===== config.mk =====
export PLATFORM = sky130hd
export DESIGN_NAME = button_event_decoder_flat
export DESIGN_NICKNAME = d
export VERILOG_FILES = /design/src/rtl/button_event_decoder_pkg.sv /design/src/rtl/button_event_decoder_if.sv /design/src/rtl/button_event_decoder_event_timer.sv /design/src/rtl/button_event_decoder.sv /design/src/flat_wrapper.sv
export SDC_FILE = /design/constraint.sdc
export NUM_CORES = 1
export LEC_CHECK = 0
export CAP_MARGIN = 5
export CORE_AREA = 2 2 39 41
export CTS_BUF_LIST = sky130_fd_sc_hd__clkbuf_16
export CTS_CLUSTER_DIAMETER = 100
export DETAILED_ROUTE_END_ITERATION = 6
export DIE_AREA = 0 0 41 43
export PLACE_DENSITY = 0.81
export SETUP_SLACK_MARGIN = 0.5
export SKIP_LAST_GASP = 1
export SLEW_MARGIN = 0
export SYNTH_ARGS = -nofsm -noshare
export SYNTH_HDL_FRONTEND = slang
export SYNTH_SLANG_ARGS = --single-unit

===== constraint.sdc =====
create_clock -name clk -period 5.8 [get_ports clk]
set_clock_uncertainty 0.2 [all_clocks]
set_input_delay 1.45 -clock clk [delete_from_list [all_inputs] [get_ports clk]]
set_output_delay 1.45 -clock clk [all_outputs]
set_load 0.005 [all_outputs]

===== src/rtl/button_event_decoder_pkg.sv =====
// Shared definitions for the button event decoder: state encodings and the
// default timing constants reused by the top-level instantiation.
package button_event_decoder_pkg;

  // 3-bit state encodings; values 6 and 7 are unused and recover to IDLE.
  typedef enum logic [2:0] {
    ST_IDLE      = 3'd0,
    ST_PRESS_DB  = 3'd1,
    ST_HELD      = 3'd2,
    ST_GAP       = 3'd3,
    ST_PRESS2_DB = 3'd4,
    ST_WAIT_REL  = 3'd5
  } state_t;

  // Default timing constants.
  localparam int DEF_DEBOUNCE_CYCLES = 4;
  localparam int DEF_LONG_CYCLES     = 16;
  localparam int DEF_DOUBLE_GAP      = 8;
  localparam int DEF_CNT_W           = 5;

  // Largest terminal count the shared timer must be able to reach.
  function automatic int max_term(input int a, input int b, input int c);
    int m;
    m = a;
    if (b > m) m = b;
    if (c > m) m = c;
    return m - 1;
  endfunction

endpackage


===== src/rtl/button_event_decoder_if.sv =====
// Button-side bundle: the synchronised button level going in, and the
// gesture event pulses plus busy flag coming out.
interface button_event_decoder_if;
  logic btn_sync;
  logic ev_short;
  logic ev_long;
  logic ev_double;
  logic busy;

  // Upstream/downstream side: drives the button, observes the events.
  modport master (
    output btn_sync,
    input  ev_short,
    input  ev_long,
    input  ev_double,
    input  busy
  );

  // Decoder side.
  modport slave (
    input  btn_sync,
    output ev_short,
    output ev_long,
    output ev_double,
    output busy
  );
endinterface


===== src/rtl/button_event_decoder_event_timer.sv =====
// Shared gesture timer: saturating up-counter with synchronous clear and a
// terminal-count compare against a caller-selected value.
module button_event_decoder_event_timer #(
  parameter int CNT_W = 5
) (
  input  logic             clk,
  input  logic             rst_n,
  input  logic             i_clr,
  input  logic [CNT_W-1:0] i_term,
  output logic [CNT_W-1:0] o_cnt,
  output logic             o_hit
);

  logic [CNT_W-1:0] r_cnt;

  // Count up each cycle, hold at all-ones, restart whenever the FSM moves.
  always_ff @(posedge clk or negedge rst_n) begin
    if (!rst_n) begin
      r_cnt <= '0;
    end else if (i_clr) begin
      r_cnt <= '0;
    end else if (r_cnt != {CNT_W{1'b1}}) begin
      r_cnt <= r_cnt + 1'b1;
    end
  end

  assign o_cnt = r_cnt;
  assign o_hit = (r_cnt == i_term);

endmodule


===== src/rtl/button_event_decoder.sv =====
// Classifies debounced button gestures as short, long or double press and
// emits one registered single-cycle pulse per gesture.
module button_event_decoder
  import button_event_decoder_pkg::*;
#(
  parameter int DEBOUNCE_CYCLES = DEF_DEBOUNCE_CYCLES,
  parameter int LONG_CYCLES     = DEF_LONG_CYCLES,
  parameter int DOUBLE_GAP      = DEF_DOUBLE_GAP,
  parameter int CNT_W           = DEF_CNT_W
) (
  input  logic                   clk,
  input  logic                   rst_n,
  button_event_decoder_if.slave  bus
);

  // Terminal counts: a state exits when the timer reaches N-1, i.e. on its
  // N-th cycle in that state.
  localparam logic [CNT_W-1:0] DB_TERM   = CNT_W'(DEBOUNCE_CYCLES - 1);
  localparam logic [CNT_W-1:0] LONG_TERM = CNT_W'(LONG_CYCLES - 1);
  localparam logic [CNT_W-1:0] GAP_TERM  = CNT_W'(DOUBLE_GAP - 1);

  state_t           r_state;
  state_t           w_state_nxt;
  logic             r_ev_short;
  logic             r_ev_long;
  logic             r_ev_double;
  logic             w_ev_short_nxt;
  logic             w_ev_long_nxt;
  logic             w_ev_double_nxt;
  logic             w_clr;
  logic             w_hit;
  logic [CNT_W-1:0] w_term;
  logic [CNT_W-1:0] w_cnt;
  logic             w_btn;

  assign w_btn = bus.btn_sync;

  // Pick the terminal count relevant to the current state.
  always_comb begin
    w_term = '0;
    case (r_state)
      ST_PRESS_DB,
      ST_PRESS2_DB: w_term = DB_TERM;
      ST_HELD:      w_term = LONG_TERM;
      ST_GAP:       w_term = GAP_TERM;
      default:      w_term = '0;
    endcase
  end

  // Timer restarts on every state change, so each state measures its own dwell.
  assign w_clr = (w_state_nxt != r_state);

  button_event_decoder_event_timer #(
    .CNT_W (CNT_W)
  ) u_timer (
    .clk    (clk),
    .rst_n  (rst_n),
    .i_clr  (w_clr),
    .i_term (w_term),
    .o_cnt  (w_cnt),
    .o_hit  (w_hit)
  );

  // Next-state and event decode; a released button always takes priority
  // over a threshold hit in the same cycle.
  always_comb begin
    w_state_nxt     = r_state;
    w_ev_short_nxt  = 1'b0;
    w_ev_long_nxt   = 1'b0;
    w_ev_double_nxt = 1'b0;
    case (r_state)
      ST_IDLE: begin
        if (w_btn) w_state_nxt = ST_PRESS_DB;
      end
      ST_PRESS_DB: begin
        if (!w_btn)     w_state_nxt = ST_IDLE;
        else if (w_hit) w_state_nxt = ST_HELD;
      end
      ST_HELD: begin
        if (!w_btn) begin
          w_state_nxt = ST_GAP;
        end else if (w_hit) begin
          w_state_nxt   = ST_WAIT_REL;
          w_ev_long_nxt = 1'b1;
        end
      end
      ST_GAP: begin
        if (w_btn) begin
          w_state_nxt = ST_PRESS2_DB;
        end else if (w_hit) begin
          w_state_nxt    = ST_IDLE;
          w_ev_short_nxt = 1'b1;
        end
      end
      ST_PRESS2_DB: begin
        // A bounce back to low re-enters GAP with a fresh window.
        if (!w_btn) begin
          w_state_nxt = ST_GAP;
        end else if (w_hit) begin
          w_state_nxt     = ST_WAIT_REL;
          w_ev_double_nxt = 1'b1;
        end
      end
      ST_WAIT_REL: begin
        if (!w_btn) w_state_nxt = ST_IDLE;
      end
      default: begin
        w_state_nxt = ST_IDLE;
      end
    endcase
  end

  // State register and registered event pulses, updated on the same edge.
  always_ff @(posedge clk or negedge rst_n) begin
    if (!rst_n) begin
      r_state     <= ST_IDLE;
      r_ev_short  <= 1'b0;
      r_ev_long   <= 1'b0;
      r_ev_double <= 1'b0;
    end else begin
      r_state     <= w_state_nxt;
      r_ev_short  <= w_ev_short_nxt;
      r_ev_long   <= w_ev_long_nxt;
      r_ev_double <= w_ev_double_nxt;
    end
  end

  assign bus.ev_short  = r_ev_short;
  assign bus.ev_long   = r_ev_long;
  assign bus.ev_double = r_ev_double;
  assign bus.busy      = (r_state != ST_IDLE);

  // The raw count is only needed inside the timer compare.
  logic w_unused;
  assign w_unused = ^w_cnt;

endmodule


===== src/flat_wrapper.sv =====
// flat-port wrapper written by rule: the top's interface ports become plain ports
module button_event_decoder_flat import button_event_decoder_pkg::*;
#(
  parameter int DEBOUNCE_CYCLES = DEF_DEBOUNCE_CYCLES,
  parameter int LONG_CYCLES     = DEF_LONG_CYCLES,
  parameter int DOUBLE_GAP      = DEF_DOUBLE_GAP,
  parameter int CNT_W           = DEF_CNT_W
)
  (clk, rst_n, bus_btn_sync, bus_ev_short, bus_ev_long, bus_ev_double, bus_busy);
  button_event_decoder_if bus_i ();
  input  logic clk;
  input  logic rst_n;
  input wire logic [$bits(bus_i.btn_sync)-1:0] bus_btn_sync;
  output wire logic [$bits(bus_i.ev_short)-1:0] bus_ev_short;
  output wire logic [$bits(bus_i.ev_long)-1:0] bus_ev_long;
  output wire logic [$bits(bus_i.ev_double)-1:0] bus_ev_double;
  output wire logic [$bits(bus_i.busy)-1:0] bus_busy;
  assign bus_i.btn_sync = bus_btn_sync;
  assign bus_ev_short = bus_i.ev_short;
  assign bus_ev_long = bus_i.ev_long;
  assign bus_ev_double = bus_i.ev_double;
  assign bus_busy = bus_i.busy;
  button_event_decoder #(.DEBOUNCE_CYCLES(DEBOUNCE_CYCLES), .LONG_CYCLES(LONG_CYCLES), .DOUBLE_GAP(DOUBLE_GAP), .CNT_W(CNT_W)) u_core (.clk(clk), .rst_n(rst_n), .bus(bus_i));
endmodule

; ---- After elaboration in Yosys (flattened, before gate mapping)
; Index checks and enable logic that the tools add are counted.
[totals]
register_bits = 11
out_inout_bits = 4
elab_cells = 37
[op_classes]
add_sub_neg = 1
n_eq_ne = 8
n_mux = 18
reduce_logical = 5
[ops]
columns = cell, count
row1 = 2-to-1 mux 3 bit, 8
row2 = case mux 3 bit (5 select lines), 1
row3 = case mux 4 bit (3 select lines), 1
row4 = 2-to-1 mux 5 bit, 2
row5 = "== test 3 x 2 -> 1 bit, second input constant", 2
row6 = "== test 3 bit, second input constant", 2
row7 = 2-to-1 mux 1 bit, 6
row8 = "adder 5 x 1 -> 5 bit, second input constant", 1
row9 = == test 5 bit, 1
row10 = "inequality test 5 bit, second input constant", 1
row11 = OR reduction 2 bit, 2
row12 = "== test 3 x 1 -> 1 bit, second input constant", 1
row13 = logical NOT 3 bit, 1
row14 = inequality test 3 bit, 1
row15 = nonzero test 3 bit, 1
row16 = nonzero test 2 bit, 1

; ---- Logic depth before layout (Yosys ltp)
; Gate-level depths: netlist of the first run.
[depth]
ltp_word = 9
depth_mapped = 6

; ---- Modules after synthesis
; Synthesis of the first run repeated with hierarchy kept, for this count alone.
[hier_totals]
hier_cells = 69
area_unflattened_um2 = 663.1
[by_module_without_submodules]
columns = module, n_inst, cells_per_inst, area_each_um2, seq_area_each_um2
row1 = button_event_decoder, 1, 42, 372.9, 150.1
row2 = button_event_decoder_event_timer, 1, 27, 290.3, 125.1

; ---- Worst setup path after synthesis of the first run
; Ideal clock, no wire load.
[synth_path]
path_type = register -> output
startpoint = reg u_core.r_state[0]
endpoint = out bus_busy
t_arrival_ps = 844
required_time_ps = 4150
setup_slack_ps = 3306
path_stages_with_launch = 3
path_buffers = 1
cell_sequence = dfrtp_1 > buf_6 > or3_4
[synth_between]
elab_chain_len = 1
[synth_rtl]
columns = item, line_no
row1 = "start, declared", button_event_decoder.sv:22  ; state_t r_state;
row2 = "start signal, assigned", button_event_decoder.sv:121  ; r_state <= w_state_nxt;
row3 = nonzero test 3 bit, button_event_decoder.sv:131  ; assign bus.busy = (r_state != ST_IDLE);
row4 = "end, declared", flat_wrapper.sv:17  ; output wire logic [$bits(bus_i.busy)-1:0] bus_busy;
; No other way between the ends.

; ---- Final worst setup path of the first run
; Same ends and word-level chain as after synthesis.

==> flow_metrics.env, run 1 <==
export IMPL_syn_instance_count=74
export IMPL_clk_latency_ns=0.23
export IMPL_holdBufCountCts=0
export IMPL_antenna_found_initial=0
export IMPL_drv_slew=0
export IMPL_drc=0
export IMPL_num_nets_final=85
export IMPL_ir_drop_mv=0.317
export IMPL_cts_resized=0
export IMPL_fin_crit_sh_pct=57.5
export IMPL_arrival_ns=1.69
export IMPL_detail_route_antenna_nets=0
export IMPL_worst_slew_pin_slew_ns=0.492
export IMPL_finalCriticalPeriod_ns=3.34
export IMPL_num_rows=14
export IMPL_cp_end_kind="primary output"
export IMPL_routed_via_count=562
export IMPL_grt_pass1_vias=545
export IMPL_synth_cell_area_um2=742
export IMPL_die_width_um=41
export IMPL_synthFlopType="dfrtp_1"
export IMPL_relSlewSlack_pct=67.2
export IMPL_status="finished clean"
export IMPL_drv_cap=0
export IMPL_place_gp_congestion=0.716
export IMPL_post_dp_cell_area_um2=756
export IMPL_hold_viol_final=0
export IMPL_required_ns=4.15
export IMPL_setup_viol=0
export IMPL_grt_pass1_wl_um=2410
export IMPL_totalWireLength_um=1410
export IMPL_layout_drive_gt1_share_pct=13.9
export IMPL_fin_tns_setup_ns=0
export IMPL_die_area_um2=1760
export IMPL_numPortBuffers=6
export IMPL_final_area_um2=835
export IMPL_seq_area_frac_synth_pct=37.1
export IMPL_path_class="reg -> out"
export IMPL_chipHeight_um=43
export IMPL_cts_buffers=3
export IMPL_cts_sinks=11
export IMPL_synth_edff_count=0
export IMPL_drtIter0Drc=16
export IMPL_cts_clk_slew_worst_paths_ns=0.04
export IMPL_cts_path_max_buffers=2
export IMPL_post_cts_buffers=0
export IMPL_cp_max_fo=16
export IMPL_synthDistinctLibCells=33
export IMPL_start_kind="flop"
export IMPL_ios=7
export IMPL_async_reset_ff_share_pct=100
export IMPL_core_um2=1380
export IMPL_ctsRootBufferMaster="clkbuf_16"
export IMPL_wl_per_cell_um=14.9
export IMPL_power_density_nw_per_um2=492
export IMPL_pre_cts_ws_ns=2.56
export IMPL_yosys_warnings=0
export IMPL_start_util_pct=53.6
export IMPL_cts_tree="built"
export IMPL_overflow=0
export IMPL_grt_total_usage_pct=20.4
export IMPL_syn_avg_cell_area_um2=10.0
export IMPL_synth_ff_latch_count=11
export IMPL_n_antenna_cell=0
export IMPL_syn2layout_area_growth_pct=12.5
export IMPL_rsz0062_at_grt="no"
export IMPL_h_tree_depth=1
export IMPL_p_leak_uw=0.000358
export IMPL_syn_nets=79
export IMPL_grt_max_degree=17
export IMPL_fin_ws_ns=2.46
export IMPL_hpwl_um=916
export IMPL_vias_per_cell=5.92
export IMPL_timing_fmax_mhz=300
export IMPL_drtPass1Iterations=4
export IMPL_hp_class="reg -> reg"
area by class of cell:
cell class | instances | area [um2]
repair buffers | 6 | 60.1
clock inverters | 1 | 3.75
fillers | 110 | 549
clock buffers | 3 | 75.1
inverters | 3 | 11.3
multi-input cells | 55 | 389
well taps | 16 | 20.0
flip-flops and latches | 11 | 275
cells in the mapped netlist (all sizes together), types with 3 or more instances:
cell    count  area, um2
xnor2       3       26.3
clkbuf      4       55.1
nor2        8       30.0
inv         3       11.3
nor4        3       18.8
dfrtp      11        275
o21ai       3       15.0
a21oi       5       25.0
power breakdown:
group	leakage [uW]	switching [uW]	total, uW	internal [uW]
sequential	0.000148	41.7	135	93.8
combinational	0.000167	78.9	154	75.2
clock	0.0000423	31.1	121	90.2
per-layer routing:
metal / GRT usage, % / wire length [um]
met5: 0 / 0
met4: 9.33 / 0
met3: 1.57 / 48
met2: 33.8 / 790
met1: 25.4 / 574
state kept, by name (all words and copies together) (netlist names):
register / cells
u_core.bus.ev_short: 1
u_core.r_state: 3
u_core.bus.ev_long: 1
u_core.bus.ev_double: 1
u_core.u_timer.o_cnt: 5
kinds of logic after synthesis:
kind of cell	Yosys count	synth area share, %
and+or+nand+nor	30	25.5
muxes	2	2.70
AOI/OAI and AO/OA	16	15.0
adders and majority gates	2	3.37
DFF	11	37.1
xor gates and xnor gates	5	5.90
buffers and inverters	8	10.5
cell usage in the layout (no fill, tap or decap), drive strengths merged, types with 2 or more instances in the layout:
master	synthesis	routed
a211oi	2	2
a21oi	5	5
and2b	2	2
clkbuf	4	3
clkdlybuf4s50	0	6
dfrtp	11	11
ha	2	2
inv	3	4
mux2i	2	2
nand2	2	2
nand3	2	2
nor2	8	8
nor2b	2	2
nor3	2	2
nor4	3	3
o21ai	3	3
or3	2	2
xnor2	3	3
xor2	2	2
worst paths after layout:
| kind | from | to | slack (ns) | cells after the start |
|---|---|---|---|---|
| max in group asynchronous | rst_n | u_core.u_timer.o_cnt[0] | 3.72 | 1 |
| setup reg to reg | u_core.r_state[0] | u_core.u_timer.o_cnt[2] | 3.47 | 5 |
| hold / removal | u_core.u_timer.o_cnt[4] | u_core.u_timer.o_cnt[4] | 0.37 | 2 |
| hold reg to reg | u_core.u_timer.o_cnt[4] | u_core.u_timer.o_cnt[4] | 0.37 | 2 |
| setup / recovery | u_core.r_state[0] | bus_busy | 2.46 | 2 |
| min in group asynchronous | rst_n | u_core.u_timer.o_cnt[2] | 1.35 | 1 |
critical path: stages, from the launching register on:
cell	delay, ns
dfrtp_1	0.55
or3_4	0.45
clkdlybuf4s50_1	0.45
through the flow:
| step | std cells | hold slack (ns) | utilization, % | power, uW |
|---|---|---|---|---|
| floorplan | 74 | 0.319 | - | 268 |
| global placement | 91 | 0.367 | 54.6 | 278 |
| detailed placement | 91 | 0.378 | 54.6 | 284 |
| CTS | 95 | 0.387 | 60.3 | 412 |
| global route | 95 | 0.417 | 60.3 | 441 |
| finish | 95 | 0.374 | 60.3 | 411 |
Note: power is estimated with default switching activity, not from simulation.
==> run 2: changes to the inputs <==
Settings changed: CORE_AREA 2 2 39 41 to default, CORE_MARGIN from default to 2, CORE_UTILIZATION from default to 54, DIE_AREA 0 0 41 43 to default, PLACE_DENSITY 0.81 to 0.79.
Clock period 5.8 ns to 3.5 ns, I/O delays scaled along.
==> flow_metrics.env, run 2 (same netlist as run 1, synthesis figures left out) <==
export IMPL_status="finished clean"
export IMPL_arrival_ns=1.68
export IMPL_detail_route_antenna_nets=0
export IMPL_cts_path_max_buffers=2
export IMPL_h_tree_depth=1
export IMPL_fin_tns_setup_ns=0
export IMPL_fin_crit_sh_pct=78.6
export IMPL_cts_clk_slew_worst_paths_ns=0.04
export IMPL_layout_common_cells="dfrtp_1, nor2_1, clkdlybuf4s50_1, a21oi_1, inv_1"
export IMPL_holdBufCountCts=0
export IMPL_power_density_nw_per_um2=803
export IMPL_power_frac_seq_pct=33.3
export IMPL_power_switching_uw=239
export IMPL_rsz0062_at_grt="no"
export IMPL_num_nets_final=85
export IMPL_largest_register_ff_count=5
export IMPL_drtPass1Iterations=2
export IMPL_start_kind="flop"
export IMPL_final_common_cell="dfrtp_1"
export IMPL_path_class="reg -> out"
export IMPL_grt_pass1_vias=455
export IMPL_worst_slew_pin_slew_ns=0.470
export IMPL_die_area_um2=1690
export IMPL_finalPower_uw=669
export IMPL_finalCriticalPeriod_ns=2.75
export IMPL_hpwl_um=901
export IMPL_ios=7
export IMPL_required_ns=2.42
export IMPL_totalWireLength_um=1230
export IMPL_overflow=0
export IMPL_die_width_um=41.1
export IMPL_p_leak_uw=0.000358
export IMPL_relSlewSlack_pct=68.6
export IMPL_chipHeight_um=41.1
export IMPL_ctsRootBufferMaster="clkbuf_16"
export IMPL_start_util_pct=57.7
export IMPL_cp_max_fo=16
export IMPL_n_antenna_cell=0
export IMPL_vias_per_cell=5.84
export IMPL_p_sw_share_pct=35.8
export IMPL_power_frac_comb_pct=36.8
export IMPL_grt_pass1_wl_um=1970
export IMPL_cts_buffers=3
export IMPL_crit_chain="or3_4, clkdlybuf4s50_1"
export IMPL_cts_sinks=11
export IMPL_power_frac_clock_pct=30.0
export IMPL_timing_fmax_mhz=363
export IMPL_post_cts_buffers=0
export IMPL_critical_path_slowest_cell="dfrtp_1"
export IMPL_routed_via_count=549
export IMPL_place_gp_congestion=0.786
export IMPL_ir_drop_mv=0.552
export IMPL_cp_end_kind="primary output"
export IMPL_critPathMaxStageDelay_ns=0.54
export IMPL_num_rows=13
export IMPL_grt_max_degree=17
export IMPL_grt_total_usage_pct=19.2
export IMPL_numPortBuffers=6
export IMPL_drc=0
export IMPL_setup_viol=0
export IMPL_hold_viol_final=0
export IMPL_core_um2=1280
export IMPL_hp_class="reg -> reg"
export IMPL_power_internal_uw=429
export IMPL_drtIter0Drc=5
export IMPL_drv_cap=0
export IMPL_syn2layout_area_growth_pct=12.3
export IMPL_cts_resized=0
export IMPL_wl_per_cell_um=13.1
export IMPL_cts_tree="built"
export IMPL_clk_latency_ns=0.23
export IMPL_drv_slew=0
export IMPL_antenna_found_initial=0
export IMPL_layout_drive_gt1_share_pct=13.9
-- run 2: cell counts in the layout (fill, tap and decap cells not counted) --
No cell type changed its count.
-- run 2: power by group through the flow --
stage               sequential [uW]  clock [uW]  combinational [uW]
global placement                222           0                 239
CTS                             221         206                 249
floorplan                       181           0                 264
global route                    229         214                 277
detailed placement              223           0                 247
finish                          222         200                 246
-- run 2: stage by stage --
stage               utilization, %  std cells  area [um2]  hold WS, ns  setup slack, ns
floorplan                        -         74         742        0.319             1.51
global placement              58.7         90         754        0.357            0.872
detailed placement            58.7         90         754        0.377            0.827
CTS                           64.8         94         833        0.385            0.749
global route                  64.8         94         833        0.439            0.679
finish                        64.8         94         833        0.375            0.749
-- run 2: final cells by class --
type,count,area (um2)
timing repair buffer,6,60.1
clock inverter,1,3.75
clock buffer,3,75.1
inverter,3,11.3
tap,15,18.8
sequential,11,275
multi-input combinational,55,389
fill,105,452
-- run 2: final timing paths --
| kind | start | to | slack, ns | depth (start not counted) |
|---|---|---|---|---|
| worst max-delay path | u_core.r_state[0] | bus_busy | 0.75 | 2 |
| worst min-delay path | u_core.u_timer.o_cnt[4] | u_core.u_timer.o_cnt[4] | 0.37 | 2 |
| worst max register to register | u_core.r_state[0] | u_core.u_timer.o_cnt[2] | 1.20 | 5 |
| worst min register to register | u_core.u_timer.o_cnt[4] | u_core.u_timer.o_cnt[4] | 0.37 | 2 |
| max in group asynchronous | rst_n | u_core.r_state[1] | 2.03 | 1 |
| min in group asynchronous | rst_n | u_core.r_state[0] | 0.76 | 1 |
-- run 2: per-layer routing --
| layer | part of all wire [%] | vias to the layer above | global-route usage (%) | routed length (um) |
|---|---|---|---|---|
| li1 | - | 279 | - | - |
| met1 | 45 | 260 | 22.8 | 554 |
| met2 | 51 | 6 | 30.5 | 628 |
| met3 | 2.2 | 4 | 6.52 | 27 |
| met4 | 1.5 | 0 | 10.0 | 18 |
| met5 | 0 | - | 0 | 0 |
-- run 2: worst max-delay path, delay by kind of cell (launching register included) --
kind          cells  cell delay, ns
buf+inv           1            0.45
flops             1            0.54
simple gates      1            0.45
==> run 3: changes to the inputs <==
Clock period 3.5 ns to 2.83 ns, I/O delays scaled along.
==> flow_metrics.env, run 3 (same netlist as run 1, synthesis figures left out) <==
export IMPL_status="finished clean"
export IMPL_cp_max_fo=3
export IMPL_h_tree_depth=1
export IMPL_overflow=0
export IMPL_place_gp_congestion=0.784
export IMPL_hp_class="reg -> reg"
export IMPL_critPathMaxStageDelay_ns=0.41
export IMPL_drv_slew=0
export IMPL_timing_fmax_mhz=455
export IMPL_core_um2=1280
export IMPL_detail_route_antenna_nets=0
export IMPL_final_area_um2=862
export IMPL_post_cts_buffers=0
export IMPL_antenna_found_initial=0
export IMPL_setup_viol=0
export IMPL_cts_sinks=11
export IMPL_crit_buf_inv=1
export IMPL_grt_pass1_wl_um=2300
export IMPL_ir_drop_mv=0.687
export IMPL_grt_max_degree=16
export IMPL_totalWireLength_um=1460
export IMPL_layout_drive_gt1_share_pct=18.1
export IMPL_drc=0
export IMPL_arrival_ns=1.29
export IMPL_die_width_um=41.1
export IMPL_drtIter0Drc=8
export IMPL_hold_viol_final=0
export IMPL_routed_via_count=582
export IMPL_num_rows=13
export IMPL_layout_common_cells="dfrtp_1, nor2_1, a21oi_1, clkdlybuf4s50_1"
export IMPL_rsz0062_at_grt="no"
export IMPL_power_density_nw_per_um2=1000
export IMPL_cts_tree="built"
export IMPL_clk_latency_ns=0.24
export IMPL_start_util_pct=57.7
export IMPL_grt_total_usage_pct=22.5
export IMPL_syn2layout_area_growth_pct=16.2
export IMPL_hpwl_um=1040
export IMPL_worst_slew_pin_slew_ns=0.465
export IMPL_num_nets_final=89
export IMPL_path_class="reg -> out"
export IMPL_cts_buffers=3
export IMPL_chipHeight_um=41.1
export IMPL_wl_per_cell_um=14.9
export IMPL_cp_end_kind="primary output"
export IMPL_fin_tns_setup_ns=0
export IMPL_p_leak_uw=0.000379
export IMPL_fin_ws_ns=0.633
export IMPL_ios=7
export IMPL_crit_chain="or3_4, dlygate4sd2_1"
export IMPL_final_common_cell="dfrtp_1"
export IMPL_critical_path_top_delay_family="simple AND/OR/NAND/NOR gates"
export IMPL_pre_cts_ws_ns=0.465
export IMPL_vias_per_cell=5.94
export IMPL_ctsRootBufferMaster="clkbuf_16"
export IMPL_numPortBuffers=6
export IMPL_cts_path_max_buffers=2
export IMPL_die_area_um2=1690
export IMPL_grt_pass1_vias=547
export IMPL_relSlewSlack_pct=68.9
export IMPL_fin_crit_sh_pct=77.6
export IMPL_drv_cap=0
export IMPL_required_ns=1.92
export IMPL_n_antenna_cell=0
export IMPL_critical_path_slowest_cell="or3_4"
export IMPL_drtPass1Iterations=4
export IMPL_finalCriticalPeriod_ns=2.20
export IMPL_start_kind="flop"
export IMPL_whs_ns=0.399
export IMPL_post_dp_cell_area_um2=785
export IMPL_largest_register_ff_count=5
export IMPL_cts_clk_slew_worst_paths_ns=0.04
## run 3: tightest hold or removal path: cells and delay by family (launching register included)
| kind | cells | cell delay [ns] |
|---|---|---|
| flops | 1 | 0.37 |
| simple gates | 1 | 0.09 |
| mux | 1 | 0.09 |
## run 3: final cells by class
type,count,area (um2)
clock buffers,3,75.1
clock inverters,1,3.75
fillers,102,423
inverters,3,11.3
multi-input cells,55,389
flip-flops and latches,11,275
well taps,15,18.8
repair buffers,10,88.8
## run 3: per-layer routing
layer | up-vias | wire, um | track usage (%)
met5 | - | 0 | 0
met4 | 0 | 53 | 13.3
met3 | 7 | 88 | 8.15
met2 | 17 | 760 | 37.9
met1 | 271 | 559 | 23.7
li1 | 287 | - | -
## run 3: what timing repair did
action,in CTS,in global routing
resized for setup,1,0
hold buffers,0,0
endpoints found under the setup margin,1,0
## run 3: report_power, final
group / internal [uW] / total [uW] / switching, uW
Clock: 185 / 250 / 65.4
Combinational: 170 / 387 / 217
Sequential: 193 / 227 / 33.9
Total: 548 / 864 / 316
## run 3: through the flow
step	total power, uW	std cells	util (%)
2_1_floorplan	550	74	-
3_3_place_gp	599	94	61.1
3_5_place_dp	613	94	61.1
4_1_cts	868	98	67.1
5_1_grt	936	98	67.1
6_report	864	98	67.1
## run 3: worst paths after layout
check                                   startpoint                      end  slack (ns)  cells past startpoint
max                              u_core.r_state[1]                 bus_busy        0.63                      2
min                        u_core.u_timer.o_cnt[4]  u_core.u_timer.o_cnt[4]        0.40                      2
max reg2reg                      u_core.r_state[1]        u_core.r_state[0]        0.68                      5
min reg2reg                u_core.u_timer.o_cnt[4]  u_core.u_timer.o_cnt[4]        0.40                      2
max in group asynchronous                    rst_n      u_core.bus.ev_short        1.52                      1
min in group asynchronous                    rst_n  u_core.u_timer.o_cnt[3]        0.59                      1
